==> src/rtl/mult_booth_seq.sv <==
// Sequential radix-4 (modified Booth) signed 32x32 multiplier, 16 iterations per product.
// Optional build macro MULT_EARLY_ZERO_EN: a zero operand skips iteration and strobes a zero product early.
module mult_booth_seq (
    input  logic        clock,
    input  logic        reset_n,
    input  logic        ctrl_mult,
    input  logic [31:0] mc,
    input  logic [31:0] mp,
    output logic [31:0] mc_q,
    output logic [31:0] mp_q,
    output logic [31:0] product_left,
    output logic [31:0] product_right,
    output logic        result_ready,
    output logic        busy
);

    typedef enum logic [1:0] {
        ST_IDLE = 2'd0,
        ST_RUN  = 2'd1,
        ST_DONE = 2'd2
    } state_t;

    state_t      state_q, state_d;
    logic [3:0]  cnt_q, cnt_d;
    logic [66:0] acc_q, acc_d;
    logic [31:0] mc_d, mp_d;
    logic [31:0] prod_hi_q, prod_hi_d;
    logic [31:0] prod_lo_q, prod_lo_d;
    logic        zero_pend_q, zero_pend_d;

    logic [33:0] m_pos, m_pos2, m_neg, m_neg2, addend, hi_sum;
    logic [66:0] pre_shift;

    always_comb begin
        m_pos  = {{2{mc_q[31]}}, mc_q};
        m_pos2 = {m_pos[32:0], 1'b0};
        m_neg  = ~m_pos + 34'd1;
        m_neg2 = ~m_pos2 + 34'd1;
        case (acc_q[2:0])
            3'b001, 3'b010: addend = m_pos;
            3'b011:         addend = m_pos2;
            3'b100:         addend = m_neg2;
            3'b101, 3'b110: addend = m_neg;
            default:        addend = 34'd0;
        endcase
        hi_sum    = acc_q[66:33] + addend;
        pre_shift = {hi_sum, acc_q[32:0]};
    end

    always_comb begin
        state_d     = state_q;
        cnt_d       = cnt_q;
        acc_d       = acc_q;
        mc_d        = mc_q;
        mp_d        = mp_q;
        prod_hi_d   = prod_hi_q;
        prod_lo_d   = prod_lo_q;
        zero_pend_d = 1'b0;
        if (ctrl_mult) begin
            acc_d   = {34'd0, mp, 1'b0};
            mc_d    = mc;
            mp_d    = mp;
            cnt_d   = 4'd0;
            state_d = ST_RUN;
`ifdef MULT_EARLY_ZERO_EN
            // Park in IDLE for one cycle so the zero-product strobe lands after the next edge.
            if ((mc == 32'd0) || (mp == 32'd0)) begin
                state_d     = ST_IDLE;
                zero_pend_d = 1'b1;
                prod_hi_d   = 32'd0;
                prod_lo_d   = 32'd0;
            end
`endif
        end else begin
            case (state_q)
                ST_IDLE: begin
                    if (zero_pend_q) state_d = ST_DONE;
                end
                ST_RUN: begin
                    acc_d = {{2{pre_shift[66]}}, pre_shift[66:2]};
                    cnt_d = cnt_q + 4'd1;
                    if (cnt_q == 4'd15) begin
                        prod_hi_d = acc_d[64:33];
                        prod_lo_d = acc_d[32:1];
                        state_d   = ST_DONE;
                    end
                end
                ST_DONE: state_d = ST_IDLE;
                default: state_d = ST_IDLE;
            endcase
        end
    end

    always_ff @(posedge clock) begin
        if (!reset_n) begin
            state_q     <= ST_IDLE;
            cnt_q       <= 4'd0;
            acc_q       <= 67'd0;
            mc_q        <= 32'd0;
            mp_q        <= 32'd0;
            prod_hi_q   <= 32'd0;
            prod_lo_q   <= 32'd0;
            zero_pend_q <= 1'b0;
        end else begin
            state_q     <= state_d;
            cnt_q       <= cnt_d;
            acc_q       <= acc_d;
            mc_q        <= mc_d;
            mp_q        <= mp_d;
            prod_hi_q   <= prod_hi_d;
            prod_lo_q   <= prod_lo_d;
            zero_pend_q <= zero_pend_d;
        end
    end

    assign product_left  = prod_hi_q;
    assign product_right = prod_lo_q;
    assign result_ready  = (state_q == ST_DONE);
    assign busy          = (state_q == ST_RUN);

endmodule

==> config.mk <==
export PLATFORM = sky130hd
export DESIGN_NAME = mult_booth_seq
export DESIGN_NICKNAME = d
export VERILOG_FILES = /design/src/rtl/mult_booth_seq.sv
export SDC_FILE = /design/constraint.sdc
export NUM_CORES = 1
export LEC_CHECK = 0
export ABC_AREA = 1
export CORE_MARGIN = 3
export CORE_UTILIZATION = 40
export DETAILED_ROUTE_END_ITERATION = 7
export SETUP_SLACK_MARGIN = 0.15
export SKIP_CTS_REPAIR_TIMING = 1
export SYNTH_ARGS = -nofsm -noshare
export SYNTH_HDL_FRONTEND = slang
export SYNTH_SLANG_ARGS = --single-unit
==> constraint.sdc <==
create_clock -name clock -period 6.36 [get_ports clock]
set_input_delay 1.908 -clock clock [delete_from_list [all_inputs] [get_ports clock]]
set_output_delay 1.908 -clock clock [all_outputs]
set_load 0.02 [all_outputs]
Word level (Yosys, flattened, before mapping)
Cells that the tools add are included.
{"block": "totals", "in_bits": 67, "elab_cells": 44, "output_inout_bits": 130, "ff_bits": 199}
{"block": "classes", "bitwise": 5, "n_addsub": 4, "reduce_logical": 8, "n_mux": 6, "n_eq_ne": 12}
{"operator": "$pmux 34 s4", "count": 1}
{"operator": "$add 34x1->34 const B", "count": 2}
{"operator": "$not 34->34", "count": 2}
{"operator": "$mux 33", "count": 2}
{"operator": "$add 34x34->34", "count": 1}
{"operator": "$eq 3x3->1 const B", "count": 3}
{"operator": "$eq 3x2->1 const B", "count": 2}
{"operator": "$reduce_or 2->1", "count": 3}
{"operator": "$add 4x1->4 const B", "count": 1}
{"operator": "$eq 4x4->1 const B", "count": 1}
{"operator": "$pmux 2 s2", "count": 1}
{"operator": "$reduce_and 2->1", "count": 2}
{"operator": "$eq 3x1->1 const B", "count": 1}
{"operator": "$ne 3x2->1 const B", "count": 1}
{"operator": "$not 1->1", "count": 3}
{"operator": "$reduce_and 3->1", "count": 1}
{"operator": "$eq 2x1->1 const B", "count": 1}
{"operator": "$eq 2x2->1 const B", "count": 1}
{"operator": "$logic_not 2->1", "count": 1}
{"operator": "$mux 2", "count": 1}
{"operator": "$ne 2x1->1 const B", "count": 1}
{"operator": "$ne 2x2->1 const B", "count": 1}
{"operator": "$reduce_bool 2->1", "count": 1}
{"operator": "$mux 1", "count": 1}

Logic depth before layout (Yosys ltp)
{"block": "logic_depth", "depth_word": 6, "ltp_mapped": 26, "ltp_nobuf": 26}

Least setup slack after synthesis
No wires, ideal clock.
{"block": "synth_timing", "path_type": "flip-flop to flip-flop", "from": "register mc_q[0]", "to": "register prod_hi_q[19] (netlist: product_left[19])", "arrival_time_ns": 3.014, "required_time_ns": 6.251, "synth_period_minus_slack_ns": 3.123, "path_stages_with_launch": 23, "slack_ns": 3.237, "cell_sequence": "dfxtp_1 > inv_1 > ha_1 > nand2_2 > nor2_2 > nand2_2 > nor2_4 > nand2_1 > xor2_1 > o22ai_1 > a21oi_1 > o21ai_0 > ha_1 > nand2_1 > nor2_1 > inv_1 > nor3_1 > o21ai_1 > nand3b_1 > nor2_1 > nand3b_1 > nand2_1 > inv_1"}
{"block": "synth_between", "elab_chain_cells": 4, "elab_cells_between_ends": 6, "classes_between": "3 x add/sub; 1 x mux; 2 x bitwise"}
{"element": "start, declared", "line": "9", "rtl": "output logic [31:0] mc_q,"}
{"element": "start signal, assigned", "line": "108", "rtl": "mc_q <= mc_d;"}
{"element": "$not 34->34, on equally long branches", "line": "37, 38"}
{"element": "$add 34x1->34, on equally long branches", "line": "37, 38"}
{"element": "$pmux 34 s4 (*)", "line": "39", "rtl": "case (acc_q[2:0])"}
{"element": "$add 34x34->34 (*)", "line": "46", "rtl": "hi_sum = acc_q[66:33] + addend;"}
{"element": "end signal, assigned", "line": "110", "rtl": "prod_hi_q <= prod_hi_d;"}
{"element": "end, declared", "line": "27", "rtl": "logic [31:0] prod_hi_q, prod_hi_d;"}
Every way passes the cells marked *; elsewhere a longest branch is shown, timed or not.
A chain may end at the register's enable or synchronous reset.

Worst setup path in the final report
{"block": "layout_timing", "from": "register state_q[1]", "to": "output port busy"}
{"block": "layout_between", "elab_chain_cells": 1}
{"element": "start, declared", "line": "23", "rtl": "state_t state_q, state_d;"}
{"element": "start signal, assigned", "line": "105", "rtl": "state_q <= state_d;"}
{"element": "$eq 2x1->1", "line": "119", "rtl": "assign busy = (state_q == ST_RUN);"}
{"element": "end, declared", "line": "14", "rtl": "output logic busy"}
Every way passes these cells.

==> results.json <==
{
  "n_fill_cell": 2792,
  "drc_errors": 0,
  "muxShareOfSynthArea": 0,
  "synth_seq_cells": 199,
  "synth_area_leaders": "dfxtp_1 (36%), nand2_1 (11%), inv_1 (8.0%)",
  "placed_cells": 2194,
  "holdPathEnd": "mp_q[9]$_SDFFE_PN0P_",
  "grt_pass1_wl_um": 58890,
  "maxCapViolCount": 0,
  "insertedDiodeCount": 0,
  "start_kind": "flop",
  "layout_common_cells": "nand2_1 (335), inv_1 (238), dfxtp_1 (199), clkdlybuf4s50_1 (195), nor2_1 (192)",
  "antenna_found_initial": 1,
  "outcome": "finished clean",
  "min-delay-start": "mp_q[9]$_SDFFE_PN0P_",
  "clk_path_buf_depth": 2,
  "vias_per_cell": 5.114,
  "hold_viol": 0,
  "reg2reg_slack_ps": 2320,
  "vdd_drop_max_v": 0.0001788,
  "drt-initial-drc-count": 747,
  "hold_path_class": "flop to flop",
  "crit_required_ps": 4450,
  "grt_pass1_vias": 11050,
  "grt_setup_unrepaired": "no",
  "placement.io_buffers": 196,
  "finalNetCount": 1944,
  "postLayoutCellArea_um2": 14030,
  "synthAdderAreaFrac": 0.04093,
  "avgSynthCellArea_um2": 6.648,
  "arrival_ps": 2640,
  "tritoncts": "built",
  "cp_slowest_stage_delay_ps": 730,
  "mostFrequentLayoutCell": "nand2_1",
  "synthArstFlopShare": 0,
  "dp_hpwl_um": 27140,
  "clk_latency_ps": 450,
  "fmax_ghz": 0.2199,
  "fin_hold_ws_ps": 462.6,
  "area_growth_pct": 25.42,
  "cts_buffers": 17,
  "routedWlPerCell_um": 16.36,
  "coreArea_um2": 27250,
  "final_cells": 2226,
  "r2r_cells": 18,
  "drv_slew": 0,
  "synth_simple_gate_area_share": 0.2767,
  "timing.setup.tns_ps": 0,
  "syn_area_um2": 11190,
  "p_total_mw": 3.008,
  "hold_depth": 2,
  "synth-seq-area-share": 0.3561,
  "p_per_area_nw_per_um2": 214.4,
  "setup_slack_ps": 1813,
  "grt_max_degree": 105,
  "path_max_fanout": 62,
  "yosys_warnings": 0,
  "place_congestion": 0.9246,
  "cp_cell_sequence": "inv_1, nand2_1, clkinv_1, buf_4, clkdlybuf4s50_1",
  "drt-pass1-iter-count": 5,
  "worstReg2RegEnd": "acc_q[57]$_SDFFE_PP0P_",
  "grt_usage": 0.2409,
  "synth_top_family_by_area": "simple AND/OR/NAND/NOR gates",
  "synthFlopType": "dfxtp_1",
  "synth_cell_types": 53,
  "p_leak_nw": 6.271,
  "syn_nets": 1786,
  "grt_overflow": 0,
  "vias": 11380,
  "dpl_cell_area_um2": 13430,
  "dieArea_um2": 30010,
  "yosysTopAreaCell": "dfxtp_1",
  "worst_slew_pin_slew_ps": 1139,
  "synth-edff-count": 0,
  "synth_compound_area_frac": 0.1911,
  "pin_count": 197,
  "period_minus_slack_ps": 4547,
  "detailedPlace.worstSlack_ps": 1823,
  "fin_crit_sh": 0.7149,
  "syn_inst": 1683,
  "fp.dieW_um": 173.2,
  "critPathSlowestCell": "clkdlybuf4s50_1",
  "initial_core_util": 0.4106,
  "setup.worst_path.start": "state_q[1]$_SDFFE_PP0P_",
  "worstReg2RegStart": "acc_q[1]$_SDFFE_PN0P_",
  "slew_headroom": 0.2400,
  "synth-xor-area-share": 0.02348,
  "final-setup-viol-count": 0,
  "critPathCaptureType": "output port",
  "h-tree-depth": 4,
  "die_h_um": 173.2,
  "fin_util": 0.5149,
  "clock_skew_ps": 15.98,
  "final_layout_size_suffix_gt1_frac": 0.05771,
  "ant_nets": 0,
  "path_class": "flop to output port",
  "rows": 60,
  "synth_top_area_frac": 0.3561,
  "drt-total-wl_um": 36410,
  "cts_sinks": 199,
  "path_clk_slew_ps": 80,
  "clk_root_buffer_cell": "clkbuf_16"
}
[per-layer routing]
metal / vias to the layer above / GRT usage / share of wire
li1: 5791 / - / -
met1: 5227 / 0.3052 / 0.44
met2: 303 / 0.3948 / 0.46
met3: 60 / 0.07008 / 0.069
met4: 2 / 0.07905 / 0.028
met5: - / 0 / 0.00033
[final cells by class]
type / instances / area (um^2) / share of cell area
Clock inverter: 14 / 160.2 / 0.01141
Tap cell: 372 / 465.4 / 0.03317
Multi-Input combinational cell: 1157 / 5959 / 0.4247
Sequential cell: 199 / 3984 / 0.2839
Inverter: 259 / 972.2 / 0.06928
Clock buffer: 18 / 439.2 / 0.03130
Timing Repair Buffer: 207 / 2052 / 0.1462
[how the worst max path moves through the flow]
stage	end	slack, ps	depth (start not counted)
floorplan	product_left[19]$_SDFFE_PN0P_	3240	22
global placement	product_left[6]$_SDFFE_PN0P_	1910	9
detailed placement	product_right[8]$_SDFFE_PN0P_	1820	7
CTS	busy	1740	5
global route	busy	1580	5
finish	busy	1810	5
[cell usage after synthesis, drive strengths merged (2+ instances only)]
cell type,n
and2,2
o22ai,10
nor4,4
dfxtp,199
a21oi,148
nand4,22
o21ai,167
o2111ai,9
ha,35
nor2,211
nor3,14
a31oi,2
o211ai,15
or2,4
o21a,3
a21o,3
a221oi,2
nand3b,5
nand2,341
buf,23
xnor2,4
o221ai,13
inv,258
nand3,101
xor2,26
clkbuf,45
o21bai,8
[flip-flops by register name, summed over array words and instances, names as in the netlist]
register / flops
mc_q: 32
product_right: 32
product_left: 32
state_q: 2
cnt_q: 4
mp_q: 32
acc_q: 65
[power by group]
| part | total [mW] | switching (mW) | internal (mW) |
|---|---|---|---|
| Sequential | 1.33 | 0.0382 | 1.29 |
| Combinational | 0.553 | 0.352 | 0.201 |
| Clock | 1.12 | 0.556 | 0.569 |
[worst max-delay path: cells and delay by family (launching register included)]
kind / cells / cell delay, ps
buf+inv: 4 / 1440
simple gates: 1 / 430
flops: 1 / 300
[logic make-up (layout without fill, tap and decap cells)]
logic type	Yosys count	after routing
AOI/OAI and AO/OA	385	385
xor gates and xnor gates	30	30
adders and majority gates	36	36
buffers and inverters	327	498
DFF	199	199
and+or+nand+nor	706	706
(Power assumes the default switching activity.)
